**src/rtl/led_blink_sequencer_if.sv**
```systemverilog
// Configuration write port of the LED sequencer: valid/ready handshake plus
// the channel, mode, phase length and burst count carried with each write.
interface led_blink_sequencer_if #(
  parameter int NUM_CH   = 4,
  parameter int PERIOD_W = 8,
  parameter int COUNT_W  = 4,
  parameter int CH_W     = (NUM_CH > 1) ? $clog2(NUM_CH) : 1
);
  logic                cfg_valid;
  logic                cfg_ready;
  logic [CH_W-1:0]     cfg_ch;
  logic [1:0]          cfg_mode;
  logic [PERIOD_W-1:0] cfg_period;
  logic [COUNT_W-1:0]  cfg_count;

  modport master (
    output cfg_valid, cfg_ch, cfg_mode, cfg_period, cfg_count,
    input  cfg_ready
  );

  modport slave (
    input  cfg_valid, cfg_ch, cfg_mode, cfg_period, cfg_count,
    output cfg_ready
  );
endinterface

```
**src/rtl/led_blink_sequencer.sv**
```systemverilog
// Multi-channel LED sequencer: one shared tick prescaler drives per-channel
// OFF / ON / BLINK / BURST state machines configured through a write port.
module led_blink_sequencer #(
  parameter int NUM_CH   = 4,
  parameter int TICK_DIV = 10,
  parameter int PERIOD_W = 8,
  parameter int COUNT_W  = 4,
  parameter int CH_W     = (NUM_CH > 1) ? $clog2(NUM_CH) : 1
) (
  input  logic                  clk,
  input  logic                  reset,
  led_blink_sequencer_if.slave  cfg,
  output logic [NUM_CH-1:0]     led,
  output logic [NUM_CH-1:0]     busy,
  output logic [NUM_CH-1:0]     done
);

  localparam int PS_W = (TICK_DIV > 1) ? $clog2(TICK_DIV) : 1;

  typedef enum logic [1:0] {
    MODE_OFF   = 2'd0,
    MODE_ON    = 2'd1,
    MODE_BLINK = 2'd2,
    MODE_BURST = 2'd3
  } mode_e;

  typedef enum logic [2:0] {
    CH_OFF,
    CH_ON,
    CH_BLINK_HI,
    CH_BLINK_LO,
    CH_BURST_HI,
    CH_BURST_LO
  } ch_state_e;

  logic [PS_W-1:0]     presc_q, presc_d;
  logic                tick;
  logic                ready_q, ready_d;
  logic                accept;
  logic [PERIOD_W-1:0] last_cfg;

  ch_state_e           state_q [NUM_CH];
  ch_state_e           state_d [NUM_CH];
  logic [PERIOD_W-1:0] cnt_q   [NUM_CH];
  logic [PERIOD_W-1:0] cnt_d   [NUM_CH];
  logic [PERIOD_W-1:0] last_q  [NUM_CH];
  logic [PERIOD_W-1:0] last_d  [NUM_CH];
  logic [COUNT_W-1:0]  rem_q   [NUM_CH];
  logic [COUNT_W-1:0]  rem_d   [NUM_CH];
  logic [NUM_CH-1:0]   done_q, done_d;

  assign cfg.cfg_ready = ready_q;
  assign done          = done_q;

  always_comb begin
    tick     = (presc_q == PS_W'(TICK_DIV - 1));
    presc_d  = tick ? '0 : presc_q + PS_W'(1);
    ready_d  = 1'b1;
    accept   = cfg.cfg_valid & ready_q;
    // Phase length is kept as P-1 so a zero period behaves as one tick.
    last_cfg = (cfg.cfg_period == '0) ? '0 : cfg.cfg_period - PERIOD_W'(1);
  end

  always_comb begin
    for (int unsigned i = 0; i < NUM_CH; i++) begin
      state_d[i] = state_q[i];
      cnt_d[i]   = cnt_q[i];
      last_d[i]  = last_q[i];
      rem_d[i]   = rem_q[i];
      done_d[i]  = 1'b0;

      // An accepted write overrides any tick or phase end on the same edge.
      if (accept && (cfg.cfg_ch == CH_W'(i))) begin
        cnt_d[i]  = '0;
        last_d[i] = last_cfg;
        unique case (mode_e'(cfg.cfg_mode))
          MODE_OFF:   state_d[i] = CH_OFF;
          MODE_ON:    state_d[i] = CH_ON;
          MODE_BLINK: state_d[i] = CH_BLINK_HI;
          MODE_BURST: begin
            if (cfg.cfg_count == '0) begin
              state_d[i] = CH_OFF;
              done_d[i]  = 1'b1;
            end else begin
              state_d[i] = CH_BURST_HI;
              rem_d[i]   = cfg.cfg_count;
            end
          end
        endcase
      end else if (tick && (state_q[i] != CH_OFF) && (state_q[i] != CH_ON)) begin
        if (cnt_q[i] == last_q[i]) begin
          cnt_d[i] = '0;
          unique case (state_q[i])
            CH_BLINK_HI: state_d[i] = CH_BLINK_LO;
            CH_BLINK_LO: state_d[i] = CH_BLINK_HI;
            CH_BURST_HI: state_d[i] = CH_BURST_LO;
            CH_BURST_LO: begin
              rem_d[i] = rem_q[i] - COUNT_W'(1);
              if (rem_q[i] == COUNT_W'(1)) begin
                state_d[i] = CH_OFF;
                done_d[i]  = 1'b1;
              end else begin
                state_d[i] = CH_BURST_HI;
              end
            end
            default: state_d[i] = state_q[i];
          endcase
        end else begin
          cnt_d[i] = cnt_q[i] + PERIOD_W'(1);
        end
      end
    end
  end

  always_comb begin
    led  = '0;
    busy = '0;
    for (int unsigned i = 0; i < NUM_CH; i++) begin
      led[i]  = (state_q[i] == CH_ON) || (state_q[i] == CH_BLINK_HI) ||
                (state_q[i] == CH_BURST_HI);
      busy[i] = (state_q[i] == CH_BLINK_HI) || (state_q[i] == CH_BLINK_LO) ||
                (state_q[i] == CH_BURST_HI) || (state_q[i] == CH_BURST_LO);
    end
  end

  always_ff @(posedge clk or posedge reset) begin
    if (reset) begin
      presc_q <= '0;
      ready_q <= 1'b0;
      done_q  <= '0;
      for (int unsigned i = 0; i < NUM_CH; i++) begin
        state_q[i] <= CH_OFF;
        cnt_q[i]   <= '0;
        last_q[i]  <= '0;
        rem_q[i]   <= '0;
      end
    end else begin
      presc_q <= presc_d;
      ready_q <= ready_d;
      done_q  <= done_d;
      for (int unsigned i = 0; i < NUM_CH; i++) begin
        state_q[i] <= state_d[i];
        cnt_q[i]   <= cnt_d[i];
        last_q[i]  <= last_d[i];
        rem_q[i]   <= rem_d[i];
      end
    end
  end

endmodule

```
**src/flat_wrapper.sv**
```systemverilog
// flat-port wrapper written by rule: the top's interface ports become plain ports
module led_blink_sequencer_flat 
#(
  parameter int NUM_CH   = 4,
  parameter int TICK_DIV = 10,
  parameter int PERIOD_W = 8,
  parameter int COUNT_W  = 4,
  parameter int CH_W     = (NUM_CH > 1) ? $clog2(NUM_CH) : 1
)
  (clk, reset, led, busy, done, cfg_cfg_valid, cfg_cfg_ch, cfg_cfg_mode, cfg_cfg_period, cfg_cfg_count, cfg_cfg_ready);
  led_blink_sequencer_if #(.NUM_CH(NUM_CH), .PERIOD_W(PERIOD_W), .COUNT_W(COUNT_W), .CH_W(CH_W)) cfg_i ();
  input  logic clk;
  input  logic reset;
  output logic [NUM_CH-1:0] led;
  output logic [NUM_CH-1:0] busy;
  output logic [NUM_CH-1:0] done;
  input wire logic [$bits(cfg_i.cfg_valid)-1:0] cfg_cfg_valid;
  input wire logic [$bits(cfg_i.cfg_ch)-1:0] cfg_cfg_ch;
  input wire logic [$bits(cfg_i.cfg_mode)-1:0] cfg_cfg_mode;
  input wire logic [$bits(cfg_i.cfg_period)-1:0] cfg_cfg_period;
  input wire logic [$bits(cfg_i.cfg_count)-1:0] cfg_cfg_count;
  output wire logic [$bits(cfg_i.cfg_ready)-1:0] cfg_cfg_ready;
  assign cfg_i.cfg_valid = cfg_cfg_valid;
  assign cfg_i.cfg_ch = cfg_cfg_ch;
  assign cfg_i.cfg_mode = cfg_cfg_mode;
  assign cfg_i.cfg_period = cfg_cfg_period;
  assign cfg_i.cfg_count = cfg_cfg_count;
  assign cfg_cfg_ready = cfg_i.cfg_ready;
  led_blink_sequencer #(.NUM_CH(NUM_CH), .TICK_DIV(TICK_DIV), .PERIOD_W(PERIOD_W), .COUNT_W(COUNT_W), .CH_W(CH_W)) u_core (.clk(clk), .reset(reset), .cfg(cfg_i), .led(led), .busy(busy), .done(done));
endmodule
```
**config.mk**
```make
export PLATFORM = sky130hd
export DESIGN_NAME = led_blink_sequencer_flat
export DESIGN_NICKNAME = d
export VERILOG_FILES = /design/src/rtl/led_blink_sequencer_if.sv /design/src/rtl/led_blink_sequencer.sv /design/src/flat_wrapper.sv
export SDC_FILE = /design/constraint.sdc
export NUM_CORES = 1
export LEC_CHECK = 0
export CAP_MARGIN = 20
export CELL_PAD_IN_SITES_DETAIL_PLACEMENT = 1
export CELL_PAD_IN_SITES_GLOBAL_PLACEMENT = 1
export CORE_UTILIZATION = 47
export DETAILED_ROUTE_END_ITERATION = 7
export PLACE_DENSITY = 0.82
export SYNTH_ARGS = -nofsm -noshare
export SYNTH_HDL_FRONTEND = slang
export SYNTH_SLANG_ARGS = --single-unit
```
**constraint.sdc**
```tcl
create_clock -name clk -period 4.4 [get_ports clk]
set_clock_uncertainty 0.1 [all_clocks]
set_input_delay 0.88 -clock clk [delete_from_list [all_inputs] [get_ports clk]]
set_output_delay 0.88 -clock clk [all_outputs]
set_load 0.02 [all_outputs]
```
After elaboration in Yosys (flattened, before gate mapping)

Index checks and enable logic that the tools add are counted.

Muxes and demuxes: 76
Reduce and logical (&&, ||, !) cells: 64
Equality and inequality tests: 47
Bitwise logic cells: 1
Add/subtract/negate cells: 10

Operators with widths:

| cell                                                                     | count |
|---|---|
| 8-bit 2-to-1 mux                                                         | 13 |
| 4-bit 2-to-1 mux                                                         | 19 |
| 3-bit one-hot mux with 4 select lines                                    | 5 |
| 3-bit 2-to-1 mux                                                         | 17 |
| 8-bit by 1-bit adder with 8-bit output (second input constant)           | 4 |
| 8-bit equality test                                                      | 4 |
| 3-bit by 2-bit equality test with 1-bit output (second input constant)   | 8 |
| 3-bit equality test (second input constant)                              | 8 |
| 2-bit nonzero test                                                       | 12 |
| 1-bit 2-to-1 mux                                                         | 22 |
| 1-bit logical OR                                                         | 20 |
| 5-bit AND reduction                                                      | 4 |
| 5-bit nonzero test                                                       | 4 |
| 4-bit by 1-bit equality test with 1-bit output (second input constant)   | 4 |
| 2-bit inequality test (second input constant)                            | 8 |
| 4-bit by 1-bit subtractor with 4-bit output (second input constant)      | 4 |
| 3-bit by 1-bit equality test with 1-bit output (second input constant)   | 4 |
| 1-bit logical AND                                                        | 12 |
| 3-bit by 1-bit inequality test with 1-bit output (second input constant) | 4 |
| 3-bit AND reduction                                                      | 4 |
| 3-bit nonzero test                                                       | 4 |
| 2-bit equality test (second input constant)                              | 4 |
| 8-bit logical NOT                                                        | 1 |
| 8-bit by 1-bit subtractor with 8-bit output (second input constant)      | 1 |
| other kinds (6)                                                          | 8 |

Register bits after elaboration: 101
Word-level logic and storage cells: 217
Input bits: 19
Output and inout bits: 13

Depth between registers and ports, before layout

Depth after elaboration: 6
Depth in mapped cells: 7
Depth with buffers taken out: 6

Worst setup path before layout

OpenSTA, ideal clock, no wires.

Path kind: input -> register
Start point: in cfg_cfg_valid
End point: reg u_core.rem_q[10] in the netlist's numbering
Buffers on the path: 2
Setup slack: 1.938 ns
Stages on the path: 7
Setup time: 0.126 ns
Arrival time: 2.237 ns
Data required time: 4.174 ns
Cell sequence: buf_2 > and4b_1 > buf_2 > or3b_4 > nor4_2 > nand3_1 > nor3b_2

Cells in the longest elaborated chain, start to end: 4
Elaborated cells on any way between the ends: 9
Classes of those cells: 2 x eq/ne; 1 x mux; 1 x bitwise; 5 x reduce/logical

Ends and longest elaborated chain:

| item                                                                  | line                       | source |
|---|---|---|
| start, declared                                                       | flat_wrapper.sv:17         | `input wire logic [$bits(cfg_i.cfg_valid)-1:0] cfg_cfg_valid;` |
| 1-bit bitwise AND (*)                                                 | led_blink_sequencer.sv:59  | `accept = cfg.cfg_valid & ready_q;` |
| 1-bit logical AND (*)                                                 | led_blink_sequencer.sv:73  | `if (accept && (cfg.cfg_ch == CH_W'(i))) begin` |
| 2-bit inequality test (no line) or 2-bit nonzero test (tied branches) | n/a                        |  |
| 5-bit AND reduction (no line)                                         | n/a                        |  |
| end signal, assigned by index                                         | led_blink_sequencer.sv:145 | `rem_q[i] <= rem_d[i];` |
| end, declared                                                         | led_blink_sequencer.sv:48  | `logic [COUNT_W-1:0] rem_q [NUM_CH];` |

Mark *: on every way between the ends. The rest lies on a longest branch, timed or not.
A chain may end at the register's enable or synchronous reset.

Worst setup path after layout

Start point: reg u_core.state_q[4] in the netlist's numbering
End point: out led[2]

Cells in the longest elaborated chain, start to end: 3
Elaborated cells on any way between the ends: 5
Classes of those cells: 3 x eq/ne; 2 x reduce/logical

Ends and longest elaborated chain:

| item                                                                                                             | line                       | source |
|---|---|---|
| start, declared                                                                                                  | led_blink_sequencer.sv:42  | `ch_state_e state_q [NUM_CH];` |
| start signal, assigned by index                                                                                  | led_blink_sequencer.sv:142 | `state_q[i] <= state_d[i];` |
| 3-bit by 1-bit equality test with 1-bit output or 3-bit by 2-bit equality test with 1-bit output (tied branches) | led_blink_sequencer.sv:119 | `led[i] = (state_q[i] == CH_ON) \|\| (state_q[i] == CH_BLINK_HI) \|\|` |
| 1-bit logical OR                                                                                                 | led_blink_sequencer.sv:119 |  |
| 1-bit logical OR (*)                                                                                             | led_blink_sequencer.sv:119 |  |
| end, declared                                                                                                    | flat_wrapper.sv:14         | `output logic [NUM_CH-1:0] led;` |

Marks and branches as above.

==> summary.md <==
| Metric | Value |
|---|---|
| Status | finished clean |
| IR drop worst, VDD | around 0.40 mV |
| Root Driver | clkbuf_16 |
| CTS sink count | ~100 |
| Die H | about 110 µm |
| Utilization after layout | 0.547 |
| Crit share post-route | 0.659 |
| DRC | 0 |
| CORE AREA | roughly 11,000 µm² |
| Max transition margin | 0.475 |
| Yosys top cell by area | dfrtp_1 |
| Total track usage | 0.265 |
| List of most frequent post-synthesis cells | dfrtp_1 (101), nand2_1 (87), o21ai_0 (59) |
| Final Hold Viols | 0 |
| Pins Over Slew Limit | 0 |
| Crit path kind | register to output port |
| Post-synthesis cell type count | just over 60 |
| Cts repair resizes | 0 |
| Worst hold path class | register to register |
| Die area | 12,300 µm² |
| Num CTS Buffers | 9 |
| WL final | ~15 mm |
| DR vias | between 4,000 and 5,000 |
| Setup repair bufs after CTS | 0 |
| Worst skew pair latency | 0.36 ns |
| Setup_tns | 0 ns |
| Setup violations, final | 0 |
| Ys flop type | dfrtp_1 |
| Gr ovfl total | 0 |
| Syn Nets | 636 |
| Multi-input logic area | ~2900 µm² |
| CP endpoint kind | output port |
| Worst Setup Start Kind | register |
| HPWL after detailed placement | around 11 mm |
| Layout Area Growth over Synthesis | 13.0% |
| Layout cells sized above 1 | 0.0615 |
| Clock Pin Slew Worst Setup and Hold Paths | approximately 0.070 ns |
| Chip width | 111 µm |
| Rows | 39 |
| CTS tree | yes |
| Cells after Synth | around 600 |
| Routed Antenna Nets | 0 |
| Initial DRT Pass Iterations | 4 |
| IO Pins | 32 |
| Share of the synthesized area in the top cell type | 0.455 |
| Count leader, synth | dfrtp_1 |
| Fill count | ~1,300 |
| FF+latch area | around 2500 µm² |
| Antenna diodes | 0 |
| Achievable frequency | around 350 MHz |
| CP required | between 3 and 4 ns |
| Max-Cap Viols | 0 |
| Worst Tran Pin Value | ~0.79 ns |
| H-tree levels | 3 |
| Initial DRC Count | between 200 and 250 |
| CTS max path bufs | 2 |
| PwrDens | 421 nW/µm² |
| PortBufs | 31 |
| Ys Warns | 0 |
| Initial antenna violation count | 0 |
| Ranking of synthesized cells by area | dfrtp_1 (45%), xor2_1 (6.3%), nand2_1 (5.9%), o21ai_0 (5.3%), xnor2_1 (3.8%) |
| Synth Cell Area | roughly 5600 µm² |
| Vias in the first global route | ~5,000 |
| Final Wtd Congestion | approximately 0.82 |
| DR WL/cell | about 19 µm |
| Critical path peak fanout | 7 |
| Vias per Instance | between 6 and 7 |
| Largest net degree at the start of global routing | between 60 and 70 |
| Final nets | between 600 and 700 |
| Tmin final | between 2 and 3 ns |
| Crit path DAT | between 1.5 and 2 ns |
| Starting density of the core | 0.484 |
| RSZ-0062 raised after global routing | false |
| Mean Syn Cell Area | about 9.2 µm² |
| FFs w/ async S/R, synth | 1.00 |
| First-pass GRT wire length | between 20 and 30 mm |
| CTS Hold Bufs | 0 |
| Leakage dissipation | roughly 0.0028 µW |
| #FFs+latches synth | just over 100 |
| Post-synthesis sequential area ratio | 0.455 |
| EDFF count, synth | 0 |
==> state kept, by name, summed over array words and instances, names as in the netlist <==
| signal | flops |
|---|---|
| u_core.cfg.cfg_ready | 1 |
| u_core.cnt_q | 32 |
| u_core.done | 4 |
| u_core.last_q | 32 |
| u_core.presc_q | 4 |
| u_core.rem_q | 16 |
| u_core.state_q | 12 |
==> path summary, 6_finish.rpt <==
check / start / to / slack (ns) / depth (start not counted)
min in group asynchronous: reset / u_core.cnt_q[18]$_DFFE_PP0P_ / 0.92 / 2
min reg2reg: u_core.last_q[1]$_DFFE_PP0P_ / u_core.last_q[1]$_DFFE_PP0P_ / 0.41 / 2
max reg2reg: u_core.presc_q[2]$_DFF_PP0_ / u_core.cnt_q[30]$_DFFE_PP0P_ / 1.83 / 5
max in group asynchronous: reset / u_core.last_q[24]$_DFFE_PP0N_ / 2.46 / 3
max: u_core.state_q[4]$_DFFE_PP0P_ / led[2] / 1.50 / 3
min: u_core.last_q[1]$_DFFE_PP0P_ / u_core.last_q[1]$_DFFE_PP0P_ / 0.41 / 2
==> kinds of logic (layout without fill, tap and decap cells) <==
family,Yosys count,in the layout,synth area share
and+or+nand+nor,258,258,0.239
buffers and inverters,41,72,0.0306
DFF,101,101,0.455
AOI/OAI and AO/OA,116,116,0.127
adders and majority gates,14,14,0.0315
muxes,8,8,0.0149
other,1,1,0.000675
xor gates and xnor gates,64,64,0.101
==> report_power, final <==
group | leakage (µW) | internal (µW) | switching (µW)
clock | 0.000128 | 400 | 369
combinational | 0.00133 | 273 | 378
sequential | 0.00130 | 1060 | 159
total | 0.00276 | 1730 | 906
==> placed cells by master (no fill, tap or decap), drive strengths merged, types with 18 or more instances in the layout <==
cell type / count
o21ai: 62
nor3: 19
nor2: 54
nand4: 20
clkdlybuf4s50: 31
xnor2: 24
dfrtp: 101
nand2: 88
inv: 18
xor2: 40
==> area by class of cell <==
type	count	area share
multi-input combinational	461	0.455
sequential	101	0.403
timing repair buffer	38	0.0578
clock buffer	11	0.0387
tap	143	0.0285
inverter	18	0.0112
clock inverter	5	0.00578
==> layer usage <==
layer,GRT usage,part of all wire,vias up
met2,0.458,0.51,88
met3,0.0492,0.028,33
met1,0.332,0.44,2389
met4,0.0960,0.024,0
met5,0,0,-
li1,-,-,2182
==> critical path: stages (launching register included) <==
cell and delay [ns]:
dfrtp_1 0.46, nor2b_1 0.32, o31a_1 0.18, clkdlybuf4s50_1 0.60
==> per-stage QoR <==
stage	power, µW	setup slack (ns)	instances	hold WS [ns]	area, µm²
final	2640	1.50	777	0.406	6280
after global placement	1840	1.33	761	0.388	6000
after floorplan	1640	0.773	603	0.352	5560
after detailed placement	1880	1.19	761	0.399	6000
after global routing	2780	1.35	777	0.436	6280
after CTS	2660	1.48	777	0.410	6280
(Power assumes the default switching activity.)
